**config.mk**
```make
export PLATFORM = sky130hd
export DESIGN_NAME = fir_check_fifo
export DESIGN_NICKNAME = d
export VERILOG_FILES = /design/src/rtl/fir_filter_pkg.sv /design/src/rtl/fir_check_fifo.sv
export SDC_FILE = /design/constraint.sdc
export NUM_CORES = 1
export LEC_CHECK = 0
export BUFFER_PORTS_ARGS = -buffer_cell sky130_fd_sc_hd__buf_2
export CORE_ASPECT_RATIO = 1.25
export CORE_MARGIN = 2
export CORE_UTILIZATION = 60
export CTS_CLUSTER_DIAMETER = 120
export DETAILED_ROUTE_END_ITERATION = 8
export HOLD_SLACK_MARGIN = 0.1
export PLACE_DENSITY = 0.79
export SYNTH_ARGS = -nofsm -noshare
export SYNTH_HDL_FRONTEND = slang
export SYNTH_SLANG_ARGS = --single-unit
```
**constraint.sdc**
```tcl
create_clock -name clk -period 4.59 [get_ports clk]
set_input_delay 0.6885 -clock clk [delete_from_list [all_inputs] [get_ports clk]]
set_output_delay 0.6885 -clock clk [all_outputs]
set_load 0.05 [all_outputs]
```
**src/rtl/fir_filter_pkg.sv**
```systemverilog
`default_nettype none
// ============================================================================
// Module      : fir_filter_pkg
// Description : Shared widths, defaults and checker state encoding for the
//               FIR response checker and its expected-value queue.
// Revision    : 1.0 - initial release
// ============================================================================
package fir_filter_pkg;

  localparam int unsigned C_DATA_WIDTH     = 16;
  localparam int unsigned C_NUM_TAPS       = 8;
  // Full-precision FIR output: product width plus tap-accumulation growth.
  localparam int unsigned C_OUTPUT_WIDTH   = 2 * C_DATA_WIDTH + $clog2(C_NUM_TAPS);
  localparam int unsigned C_FIFO_DEPTH     = 8;
  localparam int unsigned C_NUM_VECTORS    = 64;
  localparam int unsigned C_TIMEOUT_CYCLES = 256;
  localparam int unsigned C_COUNT_WIDTH    = 16;

  localparam logic [1:0] C_ST_IDLE  = 2'd0;
  localparam logic [1:0] C_ST_RUN   = 2'd1;
  localparam logic [1:0] C_ST_DRAIN = 2'd2;
  localparam logic [1:0] C_ST_DONE  = 2'd3;

  typedef enum logic [1:0] {
    ST_IDLE  = C_ST_IDLE,
    ST_RUN   = C_ST_RUN,
    ST_DRAIN = C_ST_DRAIN,
    ST_DONE  = C_ST_DONE
  } chk_state_t;

  // Increment that sticks at all-ones instead of wrapping.
  function automatic logic [C_COUNT_WIDTH-1:0] sat_inc(input logic [C_COUNT_WIDTH-1:0] v);
    return (v == '1) ? v : v + C_COUNT_WIDTH'(1);
  endfunction

endpackage
`default_nettype wire

```
**src/rtl/fir_check_fifo.sv**
```systemverilog
`default_nettype none
// ============================================================================
// Module      : fir_check_fifo
// Description : Synchronous expected-value queue with registered full/empty
//               flags and an occupancy output. DEPTH must be a power of two
//               (>= 2) so the pointers wrap naturally.
// Revision    : 1.0 - initial release
// ============================================================================
module fir_check_fifo
  import fir_filter_pkg::*;
#(
  parameter int unsigned WIDTH = C_OUTPUT_WIDTH,
  parameter int unsigned DEPTH = C_FIFO_DEPTH
) (
  input  logic                     clk,
  input  logic                     resetn,
  input  logic                     push,
  input  logic [WIDTH-1:0]         wdata,
  input  logic                     pop,
  output logic [WIDTH-1:0]         rdata,
  output logic                     full,
  output logic                     empty,
  output logic [$clog2(DEPTH):0]   count
);

  localparam int unsigned C_AW = $clog2(DEPTH);
  localparam int unsigned C_CW = C_AW + 1;

  logic [WIDTH-1:0] r_mem [DEPTH];
  logic [C_AW-1:0]  r_wr_ptr;
  logic [C_AW-1:0]  r_rd_ptr;
  logic [C_CW-1:0]  r_count;
  logic [C_CW-1:0]  w_count_next;
  logic             r_full;
  logic             r_empty;
  logic             w_do_push;
  logic             w_do_pop;

  // A push into a full queue or a pop from an empty one is silently ignored.
  assign w_do_push = push && !r_full;
  assign w_do_pop  = pop && !r_empty;

  // Next occupancy; a simultaneous push and pop leaves it unchanged.
  always_comb begin
    w_count_next = r_count;
    if (w_do_push && !w_do_pop) begin
      w_count_next = r_count + C_CW'(1);
    end else if (w_do_pop && !w_do_push) begin
      w_count_next = r_count - C_CW'(1);
    end
  end

  // Pointers, occupancy and flags; flags are registered from next occupancy.
  always_ff @(posedge clk or negedge resetn) begin
    if (!resetn) begin
      r_wr_ptr <= '0;
      r_rd_ptr <= '0;
      r_count  <= '0;
      r_full   <= 1'b0;
      r_empty  <= 1'b1;
    end else begin
      if (w_do_push) r_wr_ptr <= r_wr_ptr + C_AW'(1);
      if (w_do_pop)  r_rd_ptr <= r_rd_ptr + C_AW'(1);
      r_count <= w_count_next;
      r_full  <= (w_count_next == C_CW'(DEPTH));
      r_empty <= (w_count_next == '0);
    end
  end

  // Storage array; contents need no reset because the pointers define validity.
  always_ff @(posedge clk) begin
    if (w_do_push) r_mem[r_wr_ptr] <= wdata;
  end

  assign rdata = r_mem[r_rd_ptr];
  assign full  = r_full;
  assign empty = r_empty;
  assign count = r_count;

endmodule
`default_nettype wire

```
=== After elaboration in Yosys (flattened, before gate mapping) ===
Memories as Yosys holds them, arrays and structs flattened.
Index checks and enable logic that the tools add are counted.

* Add/subtract/negate cells: 4
* Mux-type cells: 4
* Equal/unequal tests: 1
* Reduce and logical (&&, ||, !) cells: 9

{| class="wikitable"
|+ Operators with widths
! kind !! number
|-
| 4-bit 2-to-1 mux || 2
|-
| 3-bit by 1-bit adder with 3-bit output, second input constant || 2
|-
| 4-bit by 1-bit adder with 4-bit output, second input constant || 1
|-
| 4-bit == test, second input constant || 1
|-
| 1-bit logical AND || 4
|-
| 1-bit zero test || 4
|-
| 4-bit zero test || 1
|-
| 4-bit by 1-bit subtractor with 4-bit output, second input constant || 1
|-
| 1-bit 2-to-1 mux || 2
|}

* Bits in registers: 12
* Bits of input ports: 39
* Memories: 1
* Bits in writable memories: 280
* Word-level logic and storage cells: 24
* Output and inout port bits: 41

{| class="wikitable"
|+ Memories
! name !! words !! width !! read ports !! clocked after Yosys merged registers in !! wr ports !! RTL line !! source
|-
| r_mem || 8 || 35 || 1 || 0 || 1 || fir_check_fifo.sv:29 || <nowiki>logic [WIDTH-1:0] r_mem [DEPTH];</nowiki>
|}

=== Depth between registers and ports, before layout ===
Gate-level depths: netlist of run 1.

* Depth after elaboration: 7
* Gate-level depth with buffers: 6
* Mapped depth without buffers: 6

=== Least setup slack after synthesis of run 1 ===
No wires, ideal clock.

* Kind: input to register
* Start: in push
* End: mem r_mem[0][0] in the netlist's numbering, enable pin
* Path buffers: 1
* Data required time: 4119 ps
* Cell stages on the path: 4
* Setup slack: 598 ps
* Setup time: 471 ps
* Arrival: 3521 ps
* Cell sequence: nor2b_1 > buf_2 > nand2b_1 > nor3_1

* Word-level cells in the longest chain between the ends: 3

{| class="wikitable"
|+ Ends and longest elaborated chain
! item !! RTL line !! source
|-
| start: declaration || fir_check_fifo.sv:17 || <nowiki>input logic push,</nowiki>
|-
| 1-bit logical AND || fir_check_fifo.sv:40 || <nowiki>assign w_do_push = push && !r_full;</nowiki>
|-
| 1-bit 2-to-1 mux || fir_check_fifo.sv:72 || <nowiki>if (w_do_push) r_mem[r_wr_ptr] <= wdata;</nowiki>
|-
| 1-bit 2-to-1 mux (implied by the code) || fir_check_fifo.sv:72 ||
|-
| end: declaration || fir_check_fifo.sv:29 ||
|}

Every way passes these cells.

=== Final worst setup path of run 1 ===
* Start: reg r_rd_ptr[0]
* End: out rdata[8]

* Word-level cells in the longest chain between the ends: 1

{| class="wikitable"
|+ Ends and longest elaborated chain
! item !! RTL line !! source
|-
| start: declaration || fir_check_fifo.sv:31 || <nowiki>logic [C_AW-1:0] r_rd_ptr;</nowiki>
|-
| start signal: assignment || fir_check_fifo.sv:63 || <nowiki>if (w_do_pop) r_rd_ptr <= r_rd_ptr + C_AW'(1);</nowiki>
|-
| memory read 8 x 35 bit || n/a ||
|-
| end: declaration || fir_check_fifo.sv:20 || <nowiki>output logic [WIDTH-1:0] rdata,</nowiki>
|}

Every way passes these cells.

==> reports/results.tsv, run 1 <==
metric	value	unit
status	complete, no violations	
asr flop ratio synth	4.110	%
cells on worst reg2reg path	4	
fin nets	624	
Post-synth EDFFs	280	
internal power	5.741	mW
filler cell count	1115	
Synth area leader	edfxtp_1	
Psw	3.158	mW
CTS tree	done	
R2R Path End	r_mem[4][21]$_DFFE_PP_	
final hold vios	0	
drt first pass iters	5	
Worst-path clk slew	60	ps
port bufs	79	
leakage power	4.487	nW
total number of H-tree levels	1	
worst path required time	3900	ps
top cell type's share of synthesized area	73.23	%
DR vias/cell	6.280	
layout cells sized above 1	28.95	%
RSZ-0062 raised after global routing	false	
Area contributors post-synth	edfxtp_1 73%, mux4_1 16%, mux2_2 3.4%	
Avg Inst Size Synth	23.67	sq um
maximum clock rate	286.9	MHz
vias in the first global route	5376	
P per Cell Area	681.5	mW/mm^2
Logic pwr share	34.7	%
Final setup violation count	0	
Inserted Clock Buffers	27	
worst clock skew	11.66	ps
max_cap viols	0	
DPL Wire Length	11.69	mm
Worst EP arrival	2800	ps
# DRC	0	
Worst setup endpoint	rdata[8]	
hold bufs inserted after CTS	1	
Multi-input gate area	0.002660	sq mm
clock power share	24.9	%
Synth Instances	485	
die width	127.7	microns
fin util	69.54	%
VDD IR max	0.0004342	V
Setup CP Type	flop to primary output	
CTS max path bufs	3	
top_reg_cell synth	edfxtp_1	
Clock Sinks	292	
syn_nets	528	
switching part of the total	35.49	%
# IOs	80	
post-synthesis cell type count	29	
Row Count	56	
CTS root buf	clkbuf_16	
maximum fanout along the worst path	44	
drt total wl	21.06	mm
worst reg2reg startpoint	full$_DFF_PN0_	
initial antenna violation count	4	
core box area	0.01878	sq mm
vias	5250	
Worst Hold Class	input pin to flop	
post-route minimum period	3486	ps
total track usage	20.98	%
die area	0.02026	sq mm
Seq pwr share	40.4	%
register area	0.008716	sq mm
DRT iter0 DRCs	369	
initial core utilization	61.14	%
Placer Congestion	0.7974	
Synth warnings	0	
Clk Latency, worst-skew pair	530	ps
DR WL/cell	25.19	microns
setup TNS	0	ps
Area Growth Syn to Fin	13.73	%
pins over their slew limit	0	
largest net degree at the start of global routing	73	
Worst Tran Pin Value	1129	ps
count leader, synth	edfxtp_1	
Overflow after GRT	0	
post-route ant nets	0	
CP endpoint kind	primary output	
Critical Path Start Type	flop	
#FFs+latches synth	292	
slew margin rel.	24.73	%
Resized Gates After CTS	0	
synth cell count leaders	280 x edfxtp_1, 70 x mux4_1, 35 x mux2_2	
Seq/Total Area, Yosys	75.86	%
Final period util	75.94	%
register-to-register setup slack	1880	ps
global-route wire length before repair	31.39	mm
Die Y	158.7	microns
mapped cell area	0.01148	sq mm
Setup Fix Bufs, Post-CTS	0	
Fin Hold WS	426.2	ps
crit path from	r_rd_ptr[0]$_DFFE_PN0P_	
## cell usage in the layout, fill, tap and decap left out, types with 2 or more instances in the layout
cell,netlist,layout
clkbuf_1,10,6
nor2_4,0,6
buf_4,0,9
clkinv_2,0,4
nor2b_1,2,2
ha_1,4,4
clkbuf_16,0,27
edfxtp_1,280,280
nor3_2,0,2
a211oi_1,2,2
clkinv_1,0,6
nor4_1,2,2
nand2b_1,5,5
inv_1,4,4
dfrtp_1,11,8
buf_2,4,79
dfrtp_2,0,2
bufinv_16,0,4
or4_1,2,2
xnor2_1,5,5
o211ai_1,3,3
diode_2,0,3
nor3_1,5,3
mux2_2,35,35
nand2_1,14,14
nor2_1,9,3
clkinvlp_4,0,2
mux4_1,70,70
## routing by layer
| layer | up-vias | GRT usage, % | part of all wire [%] |
|---|---|---|---|
| met5 | - | 0 | 0.062 |
| met4 | 2 | 5.913 | 2.2 |
| met3 | 40 | 3.495 | 5.3 |
| met2 | 160 | 36.29 | 52 |
| met1 | 2757 | 28.13 | 40 |
| li1 | 2291 | - | - |
## power by group through the flow
stage                     logic (mW)  registers (mW)  clock network, mW
final                           3.09            3.60               2.21
after global routing            3.25            3.63               2.35
after CTS                       3.13            3.60               2.26
after detailed placement        3.12            3.66                  0
after global placement          3.05            3.62                  0
after floorplan                 2.47            3.55                  0
## worst min path at each step
stage,start,end,slack [ps],depth (start not counted)
floorplan,resetn,count[0]$_DFF_PN0_,390,0
CTS,wdata[17],r_mem[6][17]$_DFFE_PP_,410,1
detailed placement,r_wr_ptr[0]$_DFFE_PN0P_,r_wr_ptr[0]$_DFFE_PN0P_,550,2
global placement,r_wr_ptr[0]$_DFFE_PN0P_,r_wr_ptr[0]$_DFFE_PN0P_,510,2
finish,wdata[22],r_mem[4][22]$_DFFE_PP_,430,1
global route,wdata[17],r_mem[5][17]$_DFFE_PP_,430,1
## critical path, stage by stage, from the launching register on
cell and delay (ps):
dfrtp_4 750, buf_12 360, mux4_1 610, mux2_2 300, buf_2 220
## final cells by class
type | instances | area share, %
tap | 232 | 2.223
sequential | 292 | 66.75
inverter | 4 | 0.1150
timing repair buffer | 90 | 3.775
clock buffer | 33 | 5.347
clock inverter | 16 | 1.361
antenna | 3 | 0.05749
multi-input combinational | 166 | 20.37
## sequential cells by signal (all words and copies together), names as in the netlist
signal    flops
full          1
r_wr_ptr      3
r_rd_ptr      3
count         4
r_mem       280
empty         1
## kinds of logic (layout without fill, tap and decap cells)
kind of cell    Yosys count  count (layout)  synth area share [%]
flops                   292             292                 75.86
fa+ha+maj                 4               4                0.4359
mux                     105             105                 19.45
buf+inv                  27             143                 1.449
xor+xnor                  5               5                0.3814
other cells               0               3                     0
simple gates             43              43                 1.874
compound gates            9               9                0.5448
## stage by stage
| step | worst slack (ps) | total power, mW | std cells | instance area (sq um) |
|---|---|---|---|---|
| after floorplan | 597.9 | 6.021 | 485 | 11480 |
| after global placement | 1635 | 6.670 | 783 | 12160 |
| after detailed placement | 1478 | 6.773 | 783 | 12160 |
| after CTS | 1056 | 8.989 | 833 | 13050 |
| after global routing | 1019 | 9.230 | 835 | 13060 |
| final | 1104 | 8.899 | 836 | 13060 |
Power figures use the tool's default switching activity.
==> run 2, diff against run 1 <==
==> constraint.sdc (replaced) <==
create_clock -name clk -period 3.65 [get_ports clk]
set_input_delay 0.5475 -clock clk [delete_from_list [all_inputs] [get_ports clk]]
set_output_delay 0.5475 -clock clk [all_outputs]
set_load 0.05 [all_outputs]
==> reports/results.tsv, run 2 (same netlist as run 1, synthesis figures left out) <==
metric	value	unit	change
max FFs per register	280		unchanged
Inserted Clock Buffers	27		unchanged
Clk Latency, worst-skew pair	520	ps	about the same
Critical Path Start Type	flop		
Placer Congestion	0.7139		-10%
commonest non-fill, non-tap cells in the layout	280 x edfxtp_1, 79 x buf_2, 70 x mux4_1, 35 x mux2_2, 27 x clkbuf_16		
register-to-register setup slack	1770	ps	-110 ps
Final setup violation count	0		unchanged
Worst Hold Class	input pin to flop		
total track usage	20.83	%	-0.15 points
vias in the first global route	5294		-1.5%
Setup Fix Bufs, Post-CTS	0		unchanged
Worst EP arrival	2780	ps	-20 ps
Fin Hold WS	285.0	ps	-141.2 ps
DR WL/cell	24.26	microns	-3.7%
leakage power	4.537	nW	+1.1%
Die Y	158.7	microns	unchanged
total power	11.00	mW	+24%
slew margin rel.	51.68	%	+27 points
final hold vios	0		unchanged
Resized Gates After CTS	0		unchanged
Psw	3.950	mW	+25%
port bufs	79		unchanged
fin util	69.76	%	+0.23 points
clock power share	23.2	%	-1.7 points
initial antenna violation count	0		-4
pins over their slew limit	0		unchanged
Final period util	91.21	%	
commonest non-fill, non-tap cell in the layout	edfxtp_1		
Worst Tran Pin Value	724.8	ps	-404.2 ps
drt total wl	20.53	mm	-2.5%
Overflow after GRT	0		unchanged
Setup CP Type	flop to primary output		
worst path required time	3100	ps	-800 ps
Clock Sinks	292		unchanged
internal power	7.051	mW	+23%
CTS tree	done		
Logic pwr share	35.6	%	+0.9 points
maximum clock rate	300.4	MHz	
vias	5207		-0.82%
global-route wire length before repair	30.87	mm	-1.7%
post-route ant nets	0		unchanged
maximum fanout along the worst path	32		-27%
die area	0.02026	sq mm	unchanged
DR vias/cell	6.155		-2.0%
worst clock skew	14.39	ps	+2.734 ps
fin nets	637		+2.1%
status	complete, no violations		
Area Growth Syn to Fin	14.10	%	
core box area	0.01878	sq mm	unchanged
switching part of the total	35.90	%	+0.41 points
DRT iter0 DRCs	448		+21%
CTS max path bufs	3		unchanged
layout cells sized above 1	31.00	%	+2.0 points
initial core utilization	61.14	%	unchanged
Row Count	56		unchanged
VDD IR max	0.0005366	V	+24%
largest net degree at the start of global routing	39		-47%
die width	127.7	microns	unchanged
CP endpoint kind	primary output		
Seq pwr share	41.2	%	+0.8 points
setup TNS	0	ps	unchanged
RSZ-0062 raised after global routing	false		
DPL Wire Length	11.73	mm	+0.30%
# DRC	0		unchanged
max_cap viols	0		unchanged
Worst-path clk slew	60	ps	about the same
total number of H-tree levels	1		unchanged
P per Cell Area	839.8	mW/mm^2	+23%
Biggest register	r_mem		
# IOs	80		unchanged
CTS root buf	clkbuf_16		
post-route minimum period	3329	ps	
drt first pass iters	4		-1
[run 2: area by class of cell]
class	instances	area [sq um]
inverters	4	15.01
repair buffers	103	603.1
diodes	1	2.502
clock inverters	17	110.1
well taps	232	290.3
multi-input cells	166	2673
clock buffers	31	690.7
fillers	1114	5678
flip-flops and latches	292	8716
[run 2: path summary, 6_finish.rpt]
kind                                    startpoint                      end  depth (start not counted)
min in group asynchronous                   resetn       count[0]$_DFF_PN0_                          2
setup / recovery           r_rd_ptr[0]$_DFFE_PN0P_                rdata[28]                          4
max in group asynchronous                   resetn          empty$_DFF_PN1_                          2
setup reg to reg                   empty$_DFF_PN1_          empty$_DFF_PN1_                          4
hold / removal                           wdata[25]   r_mem[1][25]$_DFFE_PP_                          1
hold reg to reg            r_wr_ptr[0]$_DFFE_PN0P_  r_wr_ptr[0]$_DFFE_PN0P_                          2
[run 2: routing by layer]
layer,up-vias,GRT usage [%],part of all wire [%]
li1,2323,-,-
met1,2696,27.21,40
met2,153,37.08,54
met3,35,3.024,4.8
met4,0,5.913,1.9
met5,-,0,0
[run 2: power by group through the flow]
stage	clock (mW)	sequential [mW]	combinational, mW
2_1_floorplan	0	4.47	3.11
3_3_place_gp	0	4.56	3.89
3_5_place_dp	0	4.60	3.95
4_1_cts	2.60	4.54	3.97
5_1_grt	2.73	4.58	4.14
6_report	2.55	4.53	3.92
[run 2: what timing repair did]
action                                 CTS  global route
hold buffers                             1             0
endpoints found under the hold margin   11             0
setup endpoints to repair                0             0
[run 2: metrics by stage]
stage | area [sq um] | setup slack [ps] | cells
after global routing | 13100 | 242.6 | 845
after floorplan | 11490 | 674.7 | 485
after CTS | 13100 | 295.7 | 845
after detailed placement | 12290 | 902.6 | 796
after global placement | 12290 | 923.0 | 796
final | 13100 | 320.8 | 846
[run 2: worst max-delay path, cell delays in order, from the launching register on]
cell	delay [ps]
dfrtp_4	770
buf_12	300
mux4_1	610
mux2_2	310
buf_2	220
